### src/rtl/rx_bitalign_pkg.sv
`default_nettype none
// ============================================================================
// Module  : rx_bitalign_pkg
// Purpose : Shared state encoding and default widths for the Rx bit-align
//           lane sequencer and its lock filter.
// Rev     : 1.0  initial release
// ============================================================================
package rx_bitalign_pkg;

    typedef enum logic [2:0] {
        S_LOCK_WAIT = 3'd0,
        S_RSTRT     = 3'd1,
        S_GUARD     = 3'd2,
        S_WAIT      = 3'd3,
        S_NEXT      = 3'd4,
        S_DONE      = 3'd5,
        S_FAIL      = 3'd6
    } seq_state_t;

    localparam int DEF_LOCK_STABLE_W = 10;
    localparam int DEF_TIMEOUT_W     = 20;
    localparam int DEF_MAX_RETRY     = 3;

endpackage
`default_nettype wire

### src/rtl/rx_bitalign_lock_filter.sv
`default_nettype none
// ============================================================================
// Module  : rx_bitalign_lock_filter
// Purpose : Declares the PLL lock stable once it has been high for
//           2^LOCK_STABLE_W consecutive cycles; any low cycle restarts it.
// Rev     : 1.0  initial release
// ============================================================================
module rx_bitalign_lock_filter
    import rx_bitalign_pkg::*;
#(
    parameter int LOCK_STABLE_W = DEF_LOCK_STABLE_W
) (
    input  logic clk_i,
    input  logic rst_ni,
    input  logic pll_lock_i,
    output logic lock_stable_o
);

    logic [LOCK_STABLE_W-1:0] cnt_q;
    logic [LOCK_STABLE_W-1:0] cnt_d;

    // Saturates so lock_stable stays high for as long as lock is held.
    always_comb begin
        cnt_d = cnt_q;
        if (!pll_lock_i) begin
            cnt_d = '0;
        end else if (!(&cnt_q)) begin
            cnt_d = cnt_q + LOCK_STABLE_W'(1);
        end
    end

    always_ff @(posedge clk_i or negedge rst_ni) begin
        if (!rst_ni) begin
            cnt_q <= '0;
        end else begin
            cnt_q <= cnt_d;
        end
    end

    assign lock_stable_o = pll_lock_i & (&cnt_q);

endmodule
`default_nettype wire

### src/rtl/rx_bitalign_lane_sequencer.sv
`default_nettype none
// ============================================================================
// Module  : rx_bitalign_lane_sequencer
// Purpose : Trains the per-lane Rx bit-align engines one lane at a time after
//           PLL lock, with guard, timeout and retry; reports lane status.
//           Optional RX_BITALIGN_PERIODIC_RETRAIN_EN adds periodic retraining.
// Rev     : 1.0  initial release
// ============================================================================
module rx_bitalign_lane_sequencer
    import rx_bitalign_pkg::*;
#(
    parameter int NUM_LANES     = 4,
    parameter int LOCK_STABLE_W = DEF_LOCK_STABLE_W,
    parameter int RSTRT_CYC     = 4,
    parameter int GUARD_CYC     = 8,
    parameter int TIMEOUT_W     = DEF_TIMEOUT_W,
    parameter int MAX_RETRY     = DEF_MAX_RETRY
`ifdef RX_BITALIGN_PERIODIC_RETRAIN_EN
    ,
    parameter int RETRAIN_W     = 24
`endif
) (
    input  logic                 SCLK,
    input  logic                 RESETN,
    input  logic                 PLL_LOCK,
    input  logic                 SEQ_START,
    input  logic [NUM_LANES-1:0] LANE_DONE,
    input  logic [NUM_LANES-1:0] LANE_ERR,
    output logic [NUM_LANES-1:0] LANE_RSTRT,
    output logic [NUM_LANES-1:0] LANE_HOLD,
    output logic [2:0]           CUR_LANE,
    output logic [NUM_LANES-1:0] LANE_OK,
    output logic [NUM_LANES-1:0] LANE_FAIL,
    output logic                 ALIGN_DONE,
    output logic                 ALIGN_ERR,
    output logic                 BUSY
);

    localparam int PH_MAX  = (RSTRT_CYC > GUARD_CYC) ? RSTRT_CYC : GUARD_CYC;
    localparam int PH_W    = $clog2(PH_MAX + 1);
    localparam int RETRY_W = (MAX_RETRY > 0) ? $clog2(MAX_RETRY + 1) : 1;

    localparam logic [PH_W-1:0]    RSTRT_LAST = PH_W'(RSTRT_CYC - 1);
    localparam logic [PH_W-1:0]    GUARD_LAST = PH_W'(GUARD_CYC - 1);
    localparam logic [2:0]         LAST_LANE  = 3'(NUM_LANES - 1);
    localparam logic [RETRY_W-1:0] RETRY_MAX  = RETRY_W'(MAX_RETRY);

    seq_state_t             state_q, state_d;
    logic [2:0]             lane_q, lane_d;
    logic [RETRY_W-1:0]     retry_q, retry_d;
    logic [PH_W-1:0]        ph_q, ph_d;
    logic [TIMEOUT_W-1:0]   tmo_q, tmo_d;
    logic [NUM_LANES-1:0]   ok_q, ok_d;
    logic [NUM_LANES-1:0]   fail_q, fail_d;
    logic [NUM_LANES-1:0]   rstrt_q, hold_q;
    logic [2:0]             cur_q;
    logic                   adone_q, aerr_q, busy_q;

    logic                   lock_stable;
    logic                   auto_start;
    logic                   start_req;
    logic                   lane_act;
    logic [NUM_LANES-1:0]   lane_sel, lane_sel_d;

    rx_bitalign_lock_filter #(
        .LOCK_STABLE_W (LOCK_STABLE_W)
    ) u_lock_filter (
        .clk_i         (SCLK),
        .rst_ni        (RESETN),
        .pll_lock_i    (PLL_LOCK),
        .lock_stable_o (lock_stable)
    );

`ifdef RX_BITALIGN_PERIODIC_RETRAIN_EN
    logic [RETRAIN_W-1:0] retrain_q;

    always_ff @(posedge SCLK or negedge RESETN) begin
        if (!RESETN) begin
            retrain_q <= '0;
        end else if (state_q == S_DONE && state_d == S_DONE) begin
            retrain_q <= retrain_q + RETRAIN_W'(1);
        end else begin
            retrain_q <= '0;
        end
    end

    assign auto_start = (state_q == S_DONE) && (&retrain_q);
`else
    assign auto_start = 1'b0;
`endif

    assign start_req  = SEQ_START | auto_start;
    assign lane_sel   = NUM_LANES'(1) << lane_q;
    assign lane_sel_d = NUM_LANES'(1) << lane_d;
    assign lane_act   = (state_d == S_RSTRT) || (state_d == S_GUARD) || (state_d == S_WAIT);

    always_comb begin
        state_d = state_q;
        lane_d  = lane_q;
        retry_d = retry_q;
        ph_d    = ph_q;
        tmo_d   = tmo_q;
        ok_d    = ok_q;
        fail_d  = fail_q;

        // Lock loss beats restart requests, which beat normal sequencing.
        if (state_q != S_LOCK_WAIT && !PLL_LOCK) begin
            state_d = S_LOCK_WAIT;
        end else if (start_req && (state_q == S_DONE || state_q == S_FAIL)) begin
            state_d = S_RSTRT;
            lane_d  = '0;
            retry_d = '0;
            ph_d    = '0;
            ok_d    = '0;
            fail_d  = '0;
        end else begin
            case (state_q)
                S_LOCK_WAIT: begin
                    if (lock_stable) begin
                        state_d = S_RSTRT;
                        lane_d  = '0;
                        retry_d = '0;
                        ph_d    = '0;
                        ok_d    = '0;
                        fail_d  = '0;
                    end
                end
                S_RSTRT: begin
                    if (ph_q == RSTRT_LAST) begin
                        state_d = S_GUARD;
                        ph_d    = '0;
                        tmo_d   = '0;
                    end else begin
                        ph_d = ph_q + PH_W'(1);
                    end
                end
                S_GUARD: begin
                    tmo_d = tmo_q + TIMEOUT_W'(1);
                    if (ph_q == GUARD_LAST) begin
                        state_d = S_WAIT;
                        ph_d    = '0;
                    end else begin
                        ph_d = ph_q + PH_W'(1);
                    end
                end
                S_WAIT: begin
                    tmo_d = tmo_q + TIMEOUT_W'(1);
                    if (|(LANE_DONE & lane_sel)) begin
                        ok_d    = ok_q | lane_sel;
                        state_d = S_NEXT;
                    end else if ((|(LANE_ERR & lane_sel)) || (&tmo_q)) begin
                        if (retry_q < RETRY_MAX) begin
                            retry_d = retry_q + RETRY_W'(1);
                            ph_d    = '0;
                            state_d = S_RSTRT;
                        end else begin
                            fail_d  = fail_q | lane_sel;
                            state_d = S_NEXT;
                        end
                    end
                end
                S_NEXT: begin
                    if (lane_q == LAST_LANE) begin
                        state_d = (fail_q == '0) ? S_DONE : S_FAIL;
                    end else begin
                        lane_d  = lane_q + 3'd1;
                        retry_d = '0;
                        ph_d    = '0;
                        state_d = S_RSTRT;
                    end
                end
                S_DONE, S_FAIL: begin
                    state_d = state_q;
                end
                default: begin
                    state_d = S_LOCK_WAIT;
                end
            endcase
        end
    end

    // Outputs are registered from next-state so they line up with state_q.
    always_ff @(posedge SCLK or negedge RESETN) begin
        if (!RESETN) begin
            state_q <= S_LOCK_WAIT;
            lane_q  <= '0;
            retry_q <= '0;
            ph_q    <= '0;
            tmo_q   <= '0;
            ok_q    <= '0;
            fail_q  <= '0;
            rstrt_q <= '0;
            hold_q  <= '1;
            cur_q   <= '0;
            adone_q <= 1'b0;
            aerr_q  <= 1'b0;
            busy_q  <= 1'b0;
        end else begin
            state_q <= state_d;
            lane_q  <= lane_d;
            retry_q <= retry_d;
            ph_q    <= ph_d;
            tmo_q   <= tmo_d;
            ok_q    <= ok_d;
            fail_q  <= fail_d;
            rstrt_q <= (state_d == S_RSTRT) ? lane_sel_d : '0;
            hold_q  <= lane_act ? ~lane_sel_d : '1;
            cur_q   <= lane_d;
            adone_q <= (state_d == S_DONE);
            aerr_q  <= (state_d == S_FAIL);
            busy_q  <= !((state_d == S_DONE) || (state_d == S_FAIL));
        end
    end

    assign LANE_RSTRT = rstrt_q;
    assign LANE_HOLD  = hold_q;
    assign CUR_LANE   = cur_q;
    assign LANE_OK    = ok_q;
    assign LANE_FAIL  = fail_q;
    assign ALIGN_DONE = adone_q;
    assign ALIGN_ERR  = aerr_q;
    assign BUSY       = busy_q;

endmodule
`default_nettype wire

### config.mk
export PLATFORM = sky130hd
export DESIGN_NAME = rx_bitalign_lane_sequencer
export DESIGN_NICKNAME = d
export VERILOG_FILES = /design/src/rtl/rx_bitalign_pkg.sv /design/src/rtl/rx_bitalign_lock_filter.sv /design/src/rtl/rx_bitalign_lane_sequencer.sv
export SDC_FILE = /design/constraint.sdc
export NUM_CORES = 1
export LEC_CHECK = 0
export ABC_CLOCK_PERIOD_IN_PS = 2500
export CAP_MARGIN = 20
export CORE_MARGIN = 2
export CORE_UTILIZATION = 57
export DETAILED_ROUTE_END_ITERATION = 12
export GPL_ROUTABILITY_DRIVEN = 0
export PLACE_DENSITY_LB_ADDON = 0.08
export SYNTH_ARGS = -nofsm -noshare
export SYNTH_HDL_FRONTEND = slang
export SYNTH_SLANG_ARGS = --single-unit
### constraint.sdc
create_clock -name SCLK -period 2.5 [get_ports SCLK]
set_input_delay 0.5 -clock SCLK [delete_from_list [all_inputs] [get_ports SCLK]]
set_output_delay 0.5 -clock SCLK [all_outputs]
set_load 0.02 [all_outputs]
==> results.yml, run 1 <==
sta:
  period_share_pct: 91.48
  final_hold_viol_count: 0
  setup_viol: 0
  period_needed_ns: 2.287
  tightest_slew_ns: 0.9292
  skew_ns: 0.009125
  fmax_ghz: 0.4373
  finalMaxSlewViolations: 0
  tns_ns: 0
  maxSlewHeadroom_pct: 37.64
  rsz0062_at_grt: "false"
  whs_ns: 0.1572
floorplan:
  die_y_um: 81.04
  start_util_pct: 58.18
  dieArea_um2: 6567
  num_rows: 28
  core_um2: 5816
  die_w_um: 81.04
  ioPinCount: 34
synth:
  synth_cell_types: 79
  synth_fp_nets: 361
  synth_edf_count: 0
  synthArstFlopShare_pct: 100.0
  ys_warn_count: 0
  synth-seq-cells: 61
  syn-cell-area_um2: 3383
  synth_flop_cell: "dfrtp_1"
  postSynthAreaPerCell_um2: 9.922
  yosysSeqAreaShare_pct: 45.27
  synth_top_area_share_pct: 42.16
  synth.area.top_cells: "dfrtp_1, nand2_1, nor2_1"
  yosys.area.top_type: "dfrtp_1"
  syn_inst: 341
grt:
  use_met3_pct: 5.000
  top_usage_layer: "met2"
  use_met2_pct: 36.94
  grt_pass1_wl_um: 12540
  grtUsageMet1_pct: 35.94
  grt_pass1_vias: 2613
  overflow: 0
  grt_use_total_pct: 25.10
  antenna_found_initial: 0
  grt_max_degree: 37
worst_setup_path:
  worstPathArrival_ns: 2.52
  path_max_fanout: 6
  startpoint_type: "flop"
  worstSetupPathType: "flop to flop"
  required_ns: 2.73
  end_kind: "flop"
run_status:
  status: "finished, final reports clean"
clock_tree:
  cts_tree: "built"
  postCtsSetupBuffers: 0
  htree_num_levels: 3
  clk_path_buf_depth: 2
  ctsHoldBuffers: 0
  cts_made_buffers: 9
  cts_root_buf: "clkbuf_8"
  clock_latency_ns: 0.34
  post_cts_resize_count: 0
  path_clk_slew_ns: 0.07
  clock-sinks: 61
pwr:
  power_w: 0.002327
  p_seq_share_pct: 45.5
  power_frac_comb_pct: 11.8
  power.density_nw_per_um2: 565.9
  leakagePower_nw: 1.786
  swShare_pct: 24.78
  clockPowerShare_pct: 42.7
  power_switching_w: 0.0005765
  intPower_w: 0.001750
  ir_worst_vdd_mv: 0.4730
layout:
  antennaDiodeCount: 0
  drive_gt1_share_pct: 16.62
  multi_input_area_um2: 1768
  areaGrowthSynthToFinish_pct: 21.52
  nNetsFinal: 412
  fillCellCount: 479
  ff_latch_area_um2: 1534
place:
  dpl.hpwl_um: 5504
  io_buffers: 33
routing:
  ant_nets: 0
  remaining_drc_errors: 0
  viasPerCell: 5.970
  firstDrtPassIters: 5
  wl_um: 7632
  drt-wirelength-per-cell_um: 16.17
  drtIter0Drc: 144
  vias: 2818
job:
  maxCapViolations: 0
worst_hold_path:
  hold_path.class: "input pin to asynchronous set/reset pin"
-- power by group through the flow --
| stage | sequential, W | combinational, W | clock, W |
|---|---|---|---|
| final | 0.00106 | 0.000275 | 0.000993 |
| after floorplan | 0.00107 | 0.000169 | 0 |
| after global placement | 0.00108 | 0.000267 | 0 |
| after global routing | 0.00106 | 0.000306 | 0.00106 |
| after CTS | 0.00106 | 0.000274 | 0.00100 |
| after detailed placement | 0.00108 | 0.000273 | 0 |
-- worst max-delay path, stage by stage (launching register included) --
cell	delay (ns)
dfrtp_2	0.42
inv_1	0.09
ha_1	0.27
a22oi_2	0.24
a21oi_4	0.12
a2111oi_2	0.33
a21oi_2	0.10
nand2b_4	0.11
inv_4	0.03
or2_4	0.26
nor4_1	0.23
-- registers in the layout, summed over array words and instances (netlist names) --
register / flops
retry_q: 2
LANE_FAIL: 4
CUR_LANE: 3
BUSY: 1
ALIGN_DONE: 1
tmo_q: 20
LANE_HOLD: 4
state_q: 3
ph_q: 4
LANE_RSTRT: 4
LANE_OK: 4
u_lock_filter.cnt_q: 10
ALIGN_ERR: 1
-- per-stage QoR --
step | util [%] | setup slack [ns] | instance area, µm² | std cells
2_1_floorplan | - | 0.2194 | 3383 | 341
3_3_place_gp | 66.67 | 0.1074 | 3877 | 456
3_5_place_dp | 66.67 | 0.03063 | 3877 | 456
4_1_cts | 70.55 | 0.1441 | 4103 | 472
5_1_grt | 70.70 | 0.001830 | 4111 | 472
6_report | 70.70 | 0.2130 | 4111 | 472
-- placed cells by master (no fill, tap or decap), drive strengths merged, types with 5 or more instances in the layout --
cell           netlist  layout
a21oi               15      15
nand3               11      11
nor3                12      12
xor2                 5       5
dfrtp               57      57
clkdlybuf4s50        0      32
a22o                 5       5
inv                 14      14
nor4                 6       6
and2                 5       5
o31ai                7       7
nand2               34      34
a31oi                5       5
o21ai               24      24
nand4               13      13
buf                  4      14
nor2                34      34
xnor2                8       8
clkbuf               2      12
or3                  5       5
ha                   8       8
-- layer usage --
layer  wire length [µm]  up-vias
met5                  0        -
met4                200        0
met3                255       17
met2               3415       59
met1               3761     1373
li1                   -     1369
-- cell families (layout without fill, tap and decap cells) --
group / after synthesis / in the layout / synth area share, %
buf+inv: 20 / 76 / 2.663
compound gates: 91 / 91 / 20.23
mux: 3 / 3 / 0.9246
simple gates: 145 / 145 / 24.37
flops: 61 / 61 / 45.27
xor+xnor: 13 / 13 / 3.587
fa+ha+maj: 8 / 8 / 2.959
-- cells in the mapped netlist (3+ instances only) --
master,count
nor4_1,4
dfrtp_1,57
ha_1,8
and3_1,3
o31ai_1,7
a31oi_1,5
and4_1,3
and2_1,4
nor2_1,32
a32o_1,3
nand4_1,12
inv_1,12
xnor2_1,7
nor3b_1,3
o21ai_1,10
o41ai_1,4
dfstp_2,4
nand3_1,10
a21oi_1,13
nor3_1,11
a211oi_1,4
o21ai_0,13
or3_1,4
nand2_1,33
nand2b_1,3
xor2_1,5
a22o_1,5
-- final timing paths --
kind	startpoint	to	slack, ns	cells past startpoint
min in group SCLK	tmo_q[8]	tmo_q[8]	0.51	1
worst max-delay path	CUR_LANE[0]	LANE_RSTRT[2]	0.21	10
worst min-delay path	RESETN	tmo_q[14]	0.16	1
max in group asynchronous	RESETN	LANE_HOLD[3]	1.67	2
worst min register to register	tmo_q[8]	tmo_q[8]	0.51	1
worst max register to register	CUR_LANE[0]	LANE_RSTRT[2]	0.21	10
-- area by class of cell --
class	instances	share of cell area [%]
repair buffers	46	10.59
clock buffers	12	3.774
well taps	75	2.282
flip-flops and latches	61	37.31
clock inverters	4	1.704
multi-input cells	260	43.00
inverters	14	1.339
No activity file was read; power rests on OpenSTA's default activity.
==> run 2, diff against run 1 <==
- CAP_MARGIN: 20 -> not set
- PLACE_DENSITY: not set -> 0.8
- PLACE_DENSITY_LB_ADDON: 0.08 -> not set
==> results.yml, run 2 (synthesis gave the netlist of run 1 again) <==
pwr:
  ir_worst_vdd_mv: 0.3624
  power.density_nw_per_um2: 540.1
  leakagePower_nw: 1.777
sta:
  fmax_ghz: 0.4307
  finalMaxSlewViolations: 0
  maxSlewHeadroom_pct: 52.61
  fin_ws_ns: 0.1780
  setup_viol: 0
  final_hold_viol_count: 0
  skew_ns: 0.01192
  period_share_pct: 92.88
  period_needed_ns: 2.322
  tightest_slew_ns: 0.7109
run_status:
  status: "finished, final reports clean"
job:
  maxCapViolations: 0
clock_tree:
  ctsHoldBuffers: 0
  cts_root_buf: "clkbuf_8"
  clock_latency_ns: 0.35
  clock-sinks: 61
  cts_made_buffers: 9
  path_clk_slew_ns: 0.07
  htree_num_levels: 3
  clk_path_buf_depth: 2
  cts_tree: "built"
layout:
  reg.largest.list: "tmo_q x20, u_lock_filter.cnt_q x10"
  largest_reg_flops: 20
  final_cell_mix: "dfrtp_1, nand2_1, nor2_1, clkdlybuf4s50_1, buf_4"
  areaGrowthSynthToFinish_pct: 21.60
  top_register: "tmo_q"
  layout_commonest_cell: "dfrtp_1"
  antennaDiodeCount: 0
  stdcell_area_um2: 4114
  nNetsFinal: 414
  drive_gt1_share_pct: 16.79
floorplan:
  core_um2: 5816
  die_y_um: 81.04
  num_rows: 28
  ioPinCount: 34
  die_w_um: 81.04
  dieArea_um2: 6567
  start_util_pct: 58.18
routing:
  route.met3.wl_um: 455
  drt-wirelength-per-cell_um: 16.48
  vias: 2888
  wl_um: 7810
  ant_nets: 0
  firstDrtPassIters: 5
  top_layer: "met4"
  wl_met1_um: 3381
  remaining_drc_errors: 0
  drtIter0Drc: 195
  viasPerCell: 6.093
  wl_met2_um: 3838
worst_setup_path:
  reg2regPathDepth: 9
  worstSetupPathType: "flop to flop"
  max_stage_delay_ns: 0.42
  worstPathArrival_ns: 2.56
  cp_slowest_cell: "dfrtp_1"
  path_cells: "buf_4, ha_1, and2b_1, o211a_1, o21bai_1, nand2b_4, inv_4, or2_4, nor4_1"
  end_kind: "flop"
  startpoint_type: "flop"
  path_max_fanout: 5
  required_ns: 2.74
grt:
  grt_pass1_vias: 2729
  antenna_found_initial: 0
  grt_max_degree: 32
  overflow: 0
  grt_pass1_wl_um: 12850
  grt_use_total_pct: 25.69
place:
  io_buffers: 33
  dpl_cell_area_um2: 3885
  pre_cts_ws_ns: -0.01181
  dpl.hpwl_um: 5681
worst_hold_path:
  hold_path.class: "input pin to asynchronous set/reset pin"
run 2: worst max-delay path: cells and delay by family (launching register included):
kind                     cells  cell delay, ns
AO/OA/AOI/OAI                2            0.43
adder cells (fa/ha/maj)      1            0.26
flip-flops                   1            0.42
buffers and inverters        2            0.19
AND/OR/NAND/NOR              4            0.93
run 2: final timing paths:
path,slack (ns),start,endpoint
worst min register to register,0.51,LANE_OK[0],LANE_OK[0]
worst min-delay path,0.20,RESETN,tmo_q[16]
max in group asynchronous,1.67,RESETN,state_q[1]
min in group SCLK,0.51,LANE_OK[0],LANE_OK[0]
worst max-delay path,0.18,CUR_LANE[1],LANE_RSTRT[2]
worst max register to register,0.18,CUR_LANE[1],LANE_RSTRT[2]
run 2: cell type report:
cell class	instances	area [µm²]
Fill cell	435	1702
Clock buffer	12	145.1
Inverter	14	55.05
Clock inverter	4	47.55
Timing Repair Buffer	48	450.4
Multi-Input combinational cell	260	1789
Tap cell	75	93.84
Sequential cell	61	1533
run 2: routing by layer:
| metal | vias up | global-route usage (%) |
|---|---|---|
| met4 | 0 | 11.19 |
| met2 | 85 | 41.82 |
| li1 | 1375 | - |
| met3 | 12 | 6.000 |
| met1 | 1416 | 32.78 |
| met5 | - | 0 |
run 2: through the flow:
step | power [W] | TNS (ns) | cells | hold WS (ns) | util [%]
final | 0.002222 | 0 | 474 | 0.2010 | 70.74
after global routing | 0.002317 | -0.01175 | 474 | 0.2656 | 70.74
after CTS | 0.002222 | 0 | 473 | 0.2155 | 70.12
after detailed placement | 0.001357 | -0.01181 | 457 | 0.4937 | 66.80
after global placement | 0.001347 | 0 | 457 | 0.4848 | 66.80
after floorplan | 0.001244 | 0 | 341 | 0.2044 | -
run 2: power by group:
part	leakage, nW	total (W)	internal [W]	switching [W]
clock network	0.0964	0.000876	0.000485	0.000391
registers	0.822	0.00106	0.00102	0.0000372
logic	0.859	0.000287	0.000120	0.000166
total	1.78	0.00222	0.00163	0.000595
run 2: timing repair:
item,in CTS,in global routing
buffers inserted,0,1
setup endpoints to repair,0,8
hold endpoints to repair,0,0
gates resized for setup,0,5
